$ cat config.mk
export PLATFORM = sky130hd
export DESIGN_NAME = dand_mem_bus_arbiter
export DESIGN_NICKNAME = d
export VERILOG_FILES = /design/src/rtl/dand_bus_pkg.sv /design/src/rtl/dand_rr_arbiter2.sv /design/src/rtl/dand_mem_bus_arbiter.sv
export SDC_FILE = /design/constraint.sdc
export NUM_CORES = 1
export LEC_CHECK = 0
export CAP_MARGIN = 30
export CORE_AREA = 2 2 188 190
export DETAILED_ROUTE_END_ITERATION = 8
export DIE_AREA = 0 0 190 192
export PLACE_DENSITY = 0.41
export SYNTH_ARGS = -nofsm -noshare
export SYNTH_HDL_FRONTEND = slang
export SYNTH_SLANG_ARGS = --single-unit
export TNS_END_PERCENT = 5
$ cat constraint.sdc
create_clock -name io_axiClk -period 4.5 [get_ports io_axiClk]
set_clock_uncertainty 0.05 [all_clocks]
set_input_delay 0.9 -clock io_axiClk [delete_from_list [all_inputs] [get_ports io_axiClk]]
set_output_delay 0.9 -clock io_axiClk [all_outputs]
set_load 0.05 [all_outputs]
$ cat src/rtl/dand_bus_pkg.sv
// Shared types and defaults for the dual-master memory bus arbiter.
package dand_bus_pkg;
    typedef enum logic [1:0] {
        IDLE = 2'd0,
        CMD  = 2'd1,
        RSP  = 2'd2
    } state_t;

    localparam int DEF_ADDR_W  = 32;
    localparam int DEF_DATA_W  = 64;
    localparam int DEF_LEN_W   = 8;
    localparam int DEF_TIMEOUT = 1024;

    localparam logic IBUS = 1'b0;
    localparam logic DBUS = 1'b1;
endpackage

$ cat src/rtl/dand_rr_arbiter2.sv
// Two-request round-robin picker; remembers the master that finished last.
import dand_bus_pkg::*;

module dand_rr_arbiter2 (
    input  logic       clk,
    input  logic       rst,
    input  logic [1:0] req,
    input  logic       done,
    input  logic       done_id,
    output logic       pick
);
    logic last_grant;

    // Reset to DBUS so IBUS wins the first contested round.
    always_ff @(posedge clk) begin
        if (rst)
            last_grant <= DBUS;
        else if (done)
            last_grant <= done_id;
    end

    always_comb begin
        pick = IBUS;
        case (req)
            2'b01:   pick = IBUS;
            2'b10:   pick = DBUS;
            2'b11:   pick = ~last_grant;
            default: pick = IBUS;
        endcase
    end
endmodule

$ cat src/rtl/dand_mem_bus_arbiter.sv
// Shares one memory port between instruction fetch and data masters; a grant
// spans command and all response beats, and a watchdog aborts stalled replies.
import dand_bus_pkg::*;

module dand_mem_bus_arbiter #(
    parameter int ADDR_W  = DEF_ADDR_W,
    parameter int DATA_W  = DEF_DATA_W,
    parameter int LEN_W   = DEF_LEN_W,
    parameter int TIMEOUT = DEF_TIMEOUT
) (
    input  logic                  io_axiClk,
    input  logic                  io_axiReset,
    input  logic [1:0]            m_cmd_valid,
    output logic [1:0]            m_cmd_ready,
    input  logic [1:0]            m_cmd_write,
    input  logic [2*ADDR_W-1:0]   m_cmd_addr,
    input  logic [2*LEN_W-1:0]    m_cmd_len,
    input  logic [2*DATA_W-1:0]   m_cmd_wdata,
    input  logic [2*DATA_W/8-1:0] m_cmd_wstrb,
    output logic [1:0]            m_rsp_valid,
    output logic [DATA_W-1:0]     m_rsp_data,
    output logic                  m_rsp_last,
    output logic                  m_rsp_error,
    output logic                  s_cmd_valid,
    input  logic                  s_cmd_ready,
    output logic                  s_cmd_write,
    output logic [ADDR_W-1:0]     s_cmd_addr,
    output logic [LEN_W-1:0]      s_cmd_len,
    output logic [DATA_W-1:0]     s_cmd_wdata,
    output logic [DATA_W/8-1:0]   s_cmd_wstrb,
    input  logic                  s_rsp_valid,
    input  logic [DATA_W-1:0]     s_rsp_data,
    input  logic                  s_rsp_last,
    input  logic                  s_rsp_error,
    output logic                  busy,
    output logic                  grant_id,
    output logic                  timeout_pulse
);
    localparam int WD_W = (TIMEOUT > 2) ? $clog2(TIMEOUT) : 1;

    state_t            state, state_nxt;
    logic              gnt;
    logic              pick;
    logic [LEN_W-1:0]  beat_cnt;
    logic [WD_W-1:0]   wd_cnt;
    logic              hs, beat, final_beat, abort, done;

    logic [ADDR_W-1:0]   addr_a  [2];
    logic [LEN_W-1:0]    len_a   [2];
    logic [DATA_W-1:0]   wdata_a [2];
    logic [DATA_W/8-1:0] wstrb_a [2];

    for (genvar i = 0; i < 2; i++) begin : g_unpack
        assign addr_a[i]  = m_cmd_addr[i*ADDR_W +: ADDR_W];
        assign len_a[i]   = m_cmd_len[i*LEN_W +: LEN_W];
        assign wdata_a[i] = m_cmd_wdata[i*DATA_W +: DATA_W];
        assign wstrb_a[i] = m_cmd_wstrb[i*(DATA_W/8) +: DATA_W/8];
    end

    assign hs         = (state == CMD) && s_cmd_ready;
    assign beat       = (state == RSP) && s_rsp_valid;
    assign final_beat = beat && ((beat_cnt == '0) || s_rsp_last);
    assign abort      = (state == RSP) && !s_rsp_valid && (wd_cnt == WD_W'(TIMEOUT - 1));
    assign done       = final_beat || abort;

    dand_rr_arbiter2 u_rr (
        .clk     (io_axiClk),
        .rst     (io_axiReset),
        .req     (m_cmd_valid),
        .done    (done),
        .done_id (gnt),
        .pick    (pick)
    );

    always_ff @(posedge io_axiClk) begin
        if (io_axiReset)
            state <= IDLE;
        else
            state <= state_nxt;
    end

    always_comb begin
        state_nxt = state;
        case (state)
            IDLE:    if (|m_cmd_valid) state_nxt = CMD;
            CMD:     if (hs) state_nxt = RSP;
            RSP:     if (done) state_nxt = IDLE;
            default: state_nxt = IDLE;
        endcase
    end

    always_ff @(posedge io_axiClk) begin
        if (io_axiReset) begin
            gnt      <= IBUS;
            beat_cnt <= '0;
            wd_cnt   <= '0;
        end else begin
            if ((state == IDLE) && (|m_cmd_valid))
                gnt <= pick;
            if (hs) begin
                beat_cnt <= m_cmd_write[gnt] ? '0 : len_a[gnt];
                wd_cnt   <= '0;
            end else if (beat) begin
                if (beat_cnt != '0)
                    beat_cnt <= beat_cnt - LEN_W'(1);
                wd_cnt <= '0;
            end else if ((state == RSP) && !abort) begin
                wd_cnt <= wd_cnt + WD_W'(1);
            end
        end
    end

    always_comb begin
        s_cmd_valid   = 1'b0;
        s_cmd_write   = m_cmd_write[gnt];
        s_cmd_addr    = addr_a[gnt];
        s_cmd_len     = len_a[gnt];
        s_cmd_wdata   = wdata_a[gnt];
        s_cmd_wstrb   = wstrb_a[gnt];
        m_cmd_ready   = 2'b00;
        m_rsp_valid   = 2'b00;
        m_rsp_data    = '0;
        m_rsp_last    = 1'b0;
        m_rsp_error   = 1'b0;
        timeout_pulse = 1'b0;
        busy          = (state != IDLE);
        grant_id      = gnt;
        case (state)
            CMD: begin
                s_cmd_valid      = 1'b1;
                m_cmd_ready[gnt] = s_cmd_ready;
            end
            RSP: begin
                if (abort) begin
                    m_rsp_valid[gnt] = 1'b1;
                    m_rsp_last       = 1'b1;
                    m_rsp_error      = 1'b1;
                    timeout_pulse    = 1'b1;
                end else begin
                    m_rsp_valid[gnt] = s_rsp_valid;
                    m_rsp_data       = s_rsp_data;
                    m_rsp_last       = final_beat;
                    // A premature slave last truncates the burst and is flagged.
                    m_rsp_error      = s_rsp_error || (s_rsp_last && (beat_cnt != '0));
                end
            end
            default: ;
        endcase
    end
endmodule

==> results of run 1 <==
-- cell families (layout without fill, tap and decap cells) --
kind of cell               count (synthesis)  in the layout  share of synthesized area, %
and+or+nand+nor                          134            134                         26.00
muxes                                    115            115                         41.57
AOI/OAI and AO/OA                         47             47                         10.18
buffers and inverters                     41            503                         5.754
DFF                                       22             22                         14.16
xor gates and xnor gates                   4              4                         1.127
adders and majority gates                  3              3                         1.207
other                                      0              1                             0
-- metrics by stage --
| step | total power [mW] | hold slack (ns) | setup WS [ns] | cells |
|---|---|---|---|---|
| final | 1.568 | 0.4343 | 0.6031 | 1284 |
| after global routing | 1.633 | 0.4659 | 0.4655 | 1283 |
| after CTS | 1.594 | 0.4368 | 0.5671 | 1283 |
| after detailed placement | 1.371 | 0.4282 | 0.5736 | 1279 |
| after global placement | 1.372 | 0.4191 | 0.5672 | 1279 |
| after floorplan | 0.8175 | 0.3983 | 0.9216 | 366 |
-- flip-flops by register name, indices dropped and copies added (netlist names) --
name and cells:
wd_cnt 10, beat_cnt 8, state 2, grant_id 1, u_rr.last_grant 1
-- worst max path at each step --
stage and endpoint:
3_5_place_dp m_rsp_valid[1], 3_3_place_gp m_rsp_valid[1], 2_1_floorplan m_rsp_valid[1], 4_1_cts m_rsp_valid[1], 5_1_grt m_rsp_valid[1], 6_report m_rsp_valid[1]
-- Yosys cell counts, drive strengths merged, types with 6 or more instances --
cell type	number	area share [%]
mux2	113	41
and3	66	13
clkbuf	22	2.8
dfxtp	22	14
nor2	16	2.0
a21oi	15	2.4
buf	11	2.0
inv	8	0.97
o21ai	8	1.3
nand2	7	0.85
nand4	6	1.2
nor3	6	0.97
or3	6	1.2
-- worst register-to-register path, cell delays in order, from the launching register on --
cell,delay (ns)
dfxtp_1,0.37
ha_1,0.21
nand3b_1,0.14
or4b_4,0.85
inv_2,0.14
buf_4,0.20
nor2_2,0.06
o221a_2,0.26
-- per-layer routing --
layer | track usage (%) | up-vias
met5 | 0 | -
met4 | 1.819 | 12
met3 | 4.732 | 21
met2 | 24.83 | 286
met1 | 12.08 | 2105
li1 | - | 2301
-- power groups by stage --
stage | clock network, mW | logic [mW] | registers, mW
after CTS | 0.223 | 1.14 | 0.230
final | 0.216 | 1.12 | 0.229
after global placement | 0 | 1.14 | 0.234
after floorplan | 0 | 0.601 | 0.217
after detailed placement | 0 | 1.14 | 0.234
after global routing | 0.229 | 1.17 | 0.232
-- final cells by class --
class                      count  area share (%)
inverter                       8          0.3561
timing repair buffer         491           56.92
multi-input combinational    303           29.62
clock buffer                   4           1.054
tap                          455           6.752
antenna                        1         0.02968
sequential                    22           5.268
==> results.md, run 1 <==
- Worst-Margin Slew: 0.7422 ns
- Post-CTS Hold Buffers: 0
- Max Used Layer: met5
- Die height: 192 um
- Post-synthesis sequential area ratio: 14.16%
- Number of buffers added on ports: 484
- Final min period: 3.897 ns
- VDD IR-drop max: 0.1019 mV
- RR Startpoint: wd_cnt[0]$_SDFFE_PP0P_
- Hold Path Class: flip-flop to flip-flop
- Lkg Pwr: 3.382 nW
- H-tree Lvls: 1
- Final GP Congestion: 0.7391
- Max Root-Sink Buffers: 2
- Seq pwr share: 14.6%
- Crit path largest cell delay: 0.75 ns
- Largest delay share family, worst path: simple AND/OR/NAND/NOR gates
- GR Overflow Total: 0
- RSZ-0062 raised after global routing: false
- Avg Cell Area, Syn: 8.495 um^2
- Asr flop ratio synth: 0%
- CP Buf/Inv Count: 3
- Max-Cap Viols: 0
- I/O pin cnt: 485
- RR Endpoint: state[1]$_SDFFE_PP0P_
- # clock sinks: 22
- Synthesized cell area: 3109 um^2
- CTS Root Buffer Type: clkbuf_16
- Initial Util: 9.068%
- Met2 WL post-DR: 13.40 mm
- Die area: 36480 um^2
- Number of global-route vias before repair: 4672
- Post-CTS setup buffer count: 0
- Library cells used by synthesis: 52
- Most frequent cells in the layout: 415 x clkdlybuf4s50_1, 113 x mux2_2, 70 x buf_4, 66 x and3_1, 21 x dfxtp_1
- Switch Pwr: 0.7092 mW
- Final nets: 1130
- Largest net degree at the start of global routing: 69
- WL/cell: 19.42 um
- Final setup fails: 0
- Hold Violations, Final: 0
- Iter 0 DRT Violations: 111
- Multi-input gate area: 2497 um^2
- Worst hold stages: 2
- Via Count: 4725
- Synthesized flop and latch total: 22
- # fillers: 3696
- Cell breakdown of the critical path: clkdlybuf4s50_1 > and3b_1 > or4b_4 > inv_2 > nor2_1 > nor2b_1 > buf_12
- Highest-delay cell along the critical path: or4b_4
- DIE WIDTH: 190 um
- TritonCTS clock tree: yes
- Crit end category: output pin
- Setup slack, reg-to-reg: 2.11 ns
- Worst Path Required: 3.55 ns
- Metal-1 WL: 8.532 mm
- Syn nets: 667
- FMAX: 0.2566 GHz
- Commonest non-fill, non-tap cell in the layout: clkdlybuf4s50_1
- Critical path depth: 7
- DP HPWL: 22.11 mm
- TritonRoute pass-1 iters: 4
- First-pass GRT wire length: 32.55 mm
- Max-slew headroom: 50.52%
- Cells after synthesis: 366
- PwrDens: 185.9 nW/um^2
- Final instance area: 8432 um^2
- Routed wire length: 24.94 mm
- Global Route Usage Sum: 12.37%
- R2R depth: 7
- Arr. time, crit path: 2.95 ns
- Clock transition at path regs: 0.06 ns
- Min-delay src: wd_cnt[9]$_SDFFE_PP0P_
- PostCTS Resize Cnt: 0
- Final Max Tran Viols: 0
- Comb pwr share: 71.6%
- Post-synth EDFFs: 0
- Layout cell share with drive strength beyond 1: 24.52%
- CP Launch Point: s_rsp_valid
- Post-DP Area: 8341 um^2
- Initial antenna violation count: 7
- Power Internal: 0.8583 mW
- Routed wl met3: 2.737 mm
- WS Path Type: input pin to output pin
- Final worst path period share: 86.60%
- Clock latency on the worst-skew pair: 0.26 ns
- Worst Setup Start Kind: input pin
- Core ar.: 34290 um^2
- P&R area growth vs syn: 171.2%
- Crit path max fanout: 68
- Residual DRC: 0
- Dominant synthesized flop cell: dfxtp_1
- Cts bufs inserted: 3
- Switching Share: 45.24%
- Setup TNS: 0 ns
- Status: finished clean
- Min-Delay Endpoint: wd_cnt[9]$_SDFFE_PP0P_
- Via/cell ratio: 3.680
- Ys Warns: 0
- Register Area: 444.2 um^2
- Clock share of power: 13.8%
- Count of antenna-violating nets left after detailed routing: 0
- Row count: 68
- Util after Layout: 24.59%
(Power assumes the default switching activity.)
==> run 2: changes to the inputs <==
Settings changed: CTS_CLUSTER_DIAMETER set to 80.
==> results of run 2 <==
No change in the layout: final DEF, timing and power equal those of run 1.
==> run 3: changes to the inputs <==
Settings changed: ABC_AREA set to 1, CORE_AREA 2 2 188 190 to 2 2 190 192, DIE_AREA 0 0 190 192 to 0 0 192 194.
==> results.md, run 3 <==
- Multi-input gate area: 2349 um^2
- Core ar.: 35220 um^2
- Worst Path Required: 3.55 ns
- Worst hold stages: 2
- Register Area: 444.2 um^2
- Crit path max fanout: 3
- Util after Layout: 24.82%
- Final GP Congestion: 0.7977
- Asr flop ratio synth: 0%
- Initial Util: 9.385%
- TritonCTS clock tree: yes
- Syn nets: 1043
- Hold Violations, Final: 0
- Max Root-Sink Buffers: 2
- Crit end category: output pin
- Most frequent cells in the layout: 419 x clkdlybuf4s50_1, 410 x nand2_1, 111 x nor2_1, 92 x inv_1, 58 x buf_4
- Post-CTS Hold Buffers: 0
- Largest regs: wd_cnt x10, beat_cnt x8, state x2
- Residual DRC: 0
- Commonest non-fill, non-tap cell in the layout: clkdlybuf4s50_1
- RR Endpoint: beat_cnt[5]$_SDFFE_PP0P_
- Final Max Tran Viols: 0
- Clock latency on the worst-skew pair: 0.26 ns
- Synthesized flop and latch total: 22
- Die area: 37250 um^2
- Synthesized cell area: 3306 um^2
- Iter 0 DRT Violations: 188
- Share of the synthesized area in the top cell type: 46.56%
- RSZ-0062 raised after global routing: false
- Lkg Pwr: 4.233 nW
- TritonRoute pass-1 iters: 4
- Top reg by flops: wd_cnt
- I/O pin cnt: 485
- Number of buffers added on ports: 484
- Cts bufs inserted: 3
- Min-delay src: wd_cnt[6]$_SDFFE_PP0P_
- Power Internal: 0.8575 mW
- Largest net degree at the start of global routing: 120
- Routed wire length: 23.95 mm
- WHS: 0.4353 ns
- Final worst setup slack: 0.6289 ns
- Post-CTS setup buffer count: 0
- Avg Cell Area, Syn: 4.455 um^2
- P&R area growth vs syn: 164.5%
- PostCTS Resize Cnt: 0
- Ys Warns: 0
- WS Path Type: input pin to output pin
- Setup slack, reg-to-reg: 2.53 ns
- Dominant synthesized flop cell: dfxtp_1
- CTS Root Buffer Type: clkbuf_16
- Number of flip-flops in the largest register: 10
- Via/cell ratio: 3.502
- Hold Path Class: flip-flop to flip-flop
- Post-synth EDFFs: 0
- Final setup fails: 0
- Post-synthesis sequential area ratio: 13.32%
- Setup TNS: 0 ns
- Clock share of power: 12.3%
- Worst-Margin Slew: 0.7641 ns
- Commonest cells post-synth: 410 x nand2_1, 111 x nor2_1, 92 x inv_1
- Row count: 69
- Seq pwr share: 12.6%
- Die height: 194 um
- Min-Delay Endpoint: wd_cnt[6]$_SDFFE_PP0P_
- Switch Pwr: 0.8692 mW
- DIE WIDTH: 192 um
- Cells after synthesis: 742
- Max-Cap Viols: 0
- Dpl ws: 0.6039 ns
- Max-slew headroom: 48.90%
- # fillers: 3994
- WL/cell: 14.38 um
- Clock transition at path regs: 0.06 ns
- PwrDens: 197.5 nW/um^2
- Comb pwr share: 75.1%
- Cell with the most instances after synthesis: nand2_1
- H-tree Lvls: 1
- Final min period: 3.871 ns
- Diode count: 0
- Library cells used by synthesis: 24
- R2R depth: 8
- Number of global-route vias before repair: 5686
- Layout cell share with drive strength beyond 1: 7.309%
- Initial antenna violation count: 0
- Worst Setup Start Kind: input pin
- RR Startpoint: grant_id$_SDFFE_PP0P_
- Area contributors post-synth: nand2_1 47%, dfxtp_1 13%, nor2_1 13%
- GR Overflow Total: 0
- First-pass GRT wire length: 34.16 mm
- Arr. time, crit path: 2.92 ns
- Dominant cell type by area after synthesis: nand2_1
- Count of antenna-violating nets left after detailed routing: 0
- Status: finished clean
- Final nets: 1506
- FMAX: 0.2583 GHz
- Total power: 1.727 mW
- VDD IR-drop max: 0.1484 mV
- Via Count: 5831
- Global Route Usage Sum: 12.14%
- # clock sinks: 22
- Switching Share: 50.34%
- Final worst path period share: 86.02%
- DP HPWL: 21.08 mm
-- run 3: cell types whose count changed after synthesis, sizes merged, moves of 6 or more --
| cell | change |
|---|---|
| nand2 | +405 |
| mux2 | -113 |
| nor2 | +98 |
| inv | +89 |
| and3 | -66 |
| nand3 | +12 |
| o21ai | +9 |
| buf | +8 |
| clkbuf | -8 |
| or3 | -6 |
-- run 3: how the worst max path moves through the flow --
stage                      startpoint              to  cells past startpoint  slack, ns
after global placement    s_rsp_valid  m_rsp_valid[0]                      7       0.64
after floorplan           s_rsp_valid   timeout_pulse                      3       0.94
final                     s_rsp_valid  m_rsp_valid[0]                      7       0.63
after CTS                 s_rsp_valid  m_rsp_valid[0]                      7       0.60
after global routing      s_rsp_valid  m_rsp_valid[1]                      7       0.50
after detailed placement  s_rsp_valid  m_rsp_valid[0]                      7       0.60
-- run 3: per-layer routing --
layer | GRT usage, % | vias up | routed length [um]
li1 | - | 3090 | -
met1 | 12.01 | 2431 | 8512
met2 | 24.04 | 296 | 12330
met3 | 4.054 | 14 | 2594
met4 | 2.516 | 0 | 511
met5 | 0 | - | 0
-- run 3: kinds of logic after synthesis --
kind of cell	after synthesis	synth area share, %
AOI/OAI and AO/OA	29	4.428
xor gates and xnor gates	3	0.7950
adders and majority gates	3	1.136
buffers and inverters	132	15.63
DFF	22	13.32
and+or+nand+nor	553	64.69
-- run 3: final cells by class --
type	instances	area share, %
Sequential cell	22	5.081
Inverter	99	4.279
Clock buffer	4	1.016
Timing Repair Buffer	491	56.16
Multi-Input combinational cell	588	26.86
Tap cell	461	6.598
-- run 3: per-stage QoR --
step                cells  area (um^2)
floorplan             742         3306
global placement     1661         8653
detailed placement   1661         8653
CTS                  1665         8742
global route         1665         8742
finish               1665         8742
-- run 3: power by group through the flow --
stage | combinational [mW] | clock [mW] | sequential (mW)
final | 1.30 | 0.213 | 0.217
after global routing | 1.38 | 0.230 | 0.219
after CTS | 1.32 | 0.218 | 0.217
after detailed placement | 1.32 | 0 | 0.221
after global placement | 1.32 | 0 | 0.221
after floorplan | 0.691 | 0 | 0.220
-- run 3: worst max-delay path, stage by stage --
cell,delay [ns]
clkdlybuf4s50_1,0.45
nor2_1,0.16
nand2_1,0.10
nor2_1,0.22
nor2_1,0.16
nor2_1,0.11
clkdlybuf4s50_1,0.82
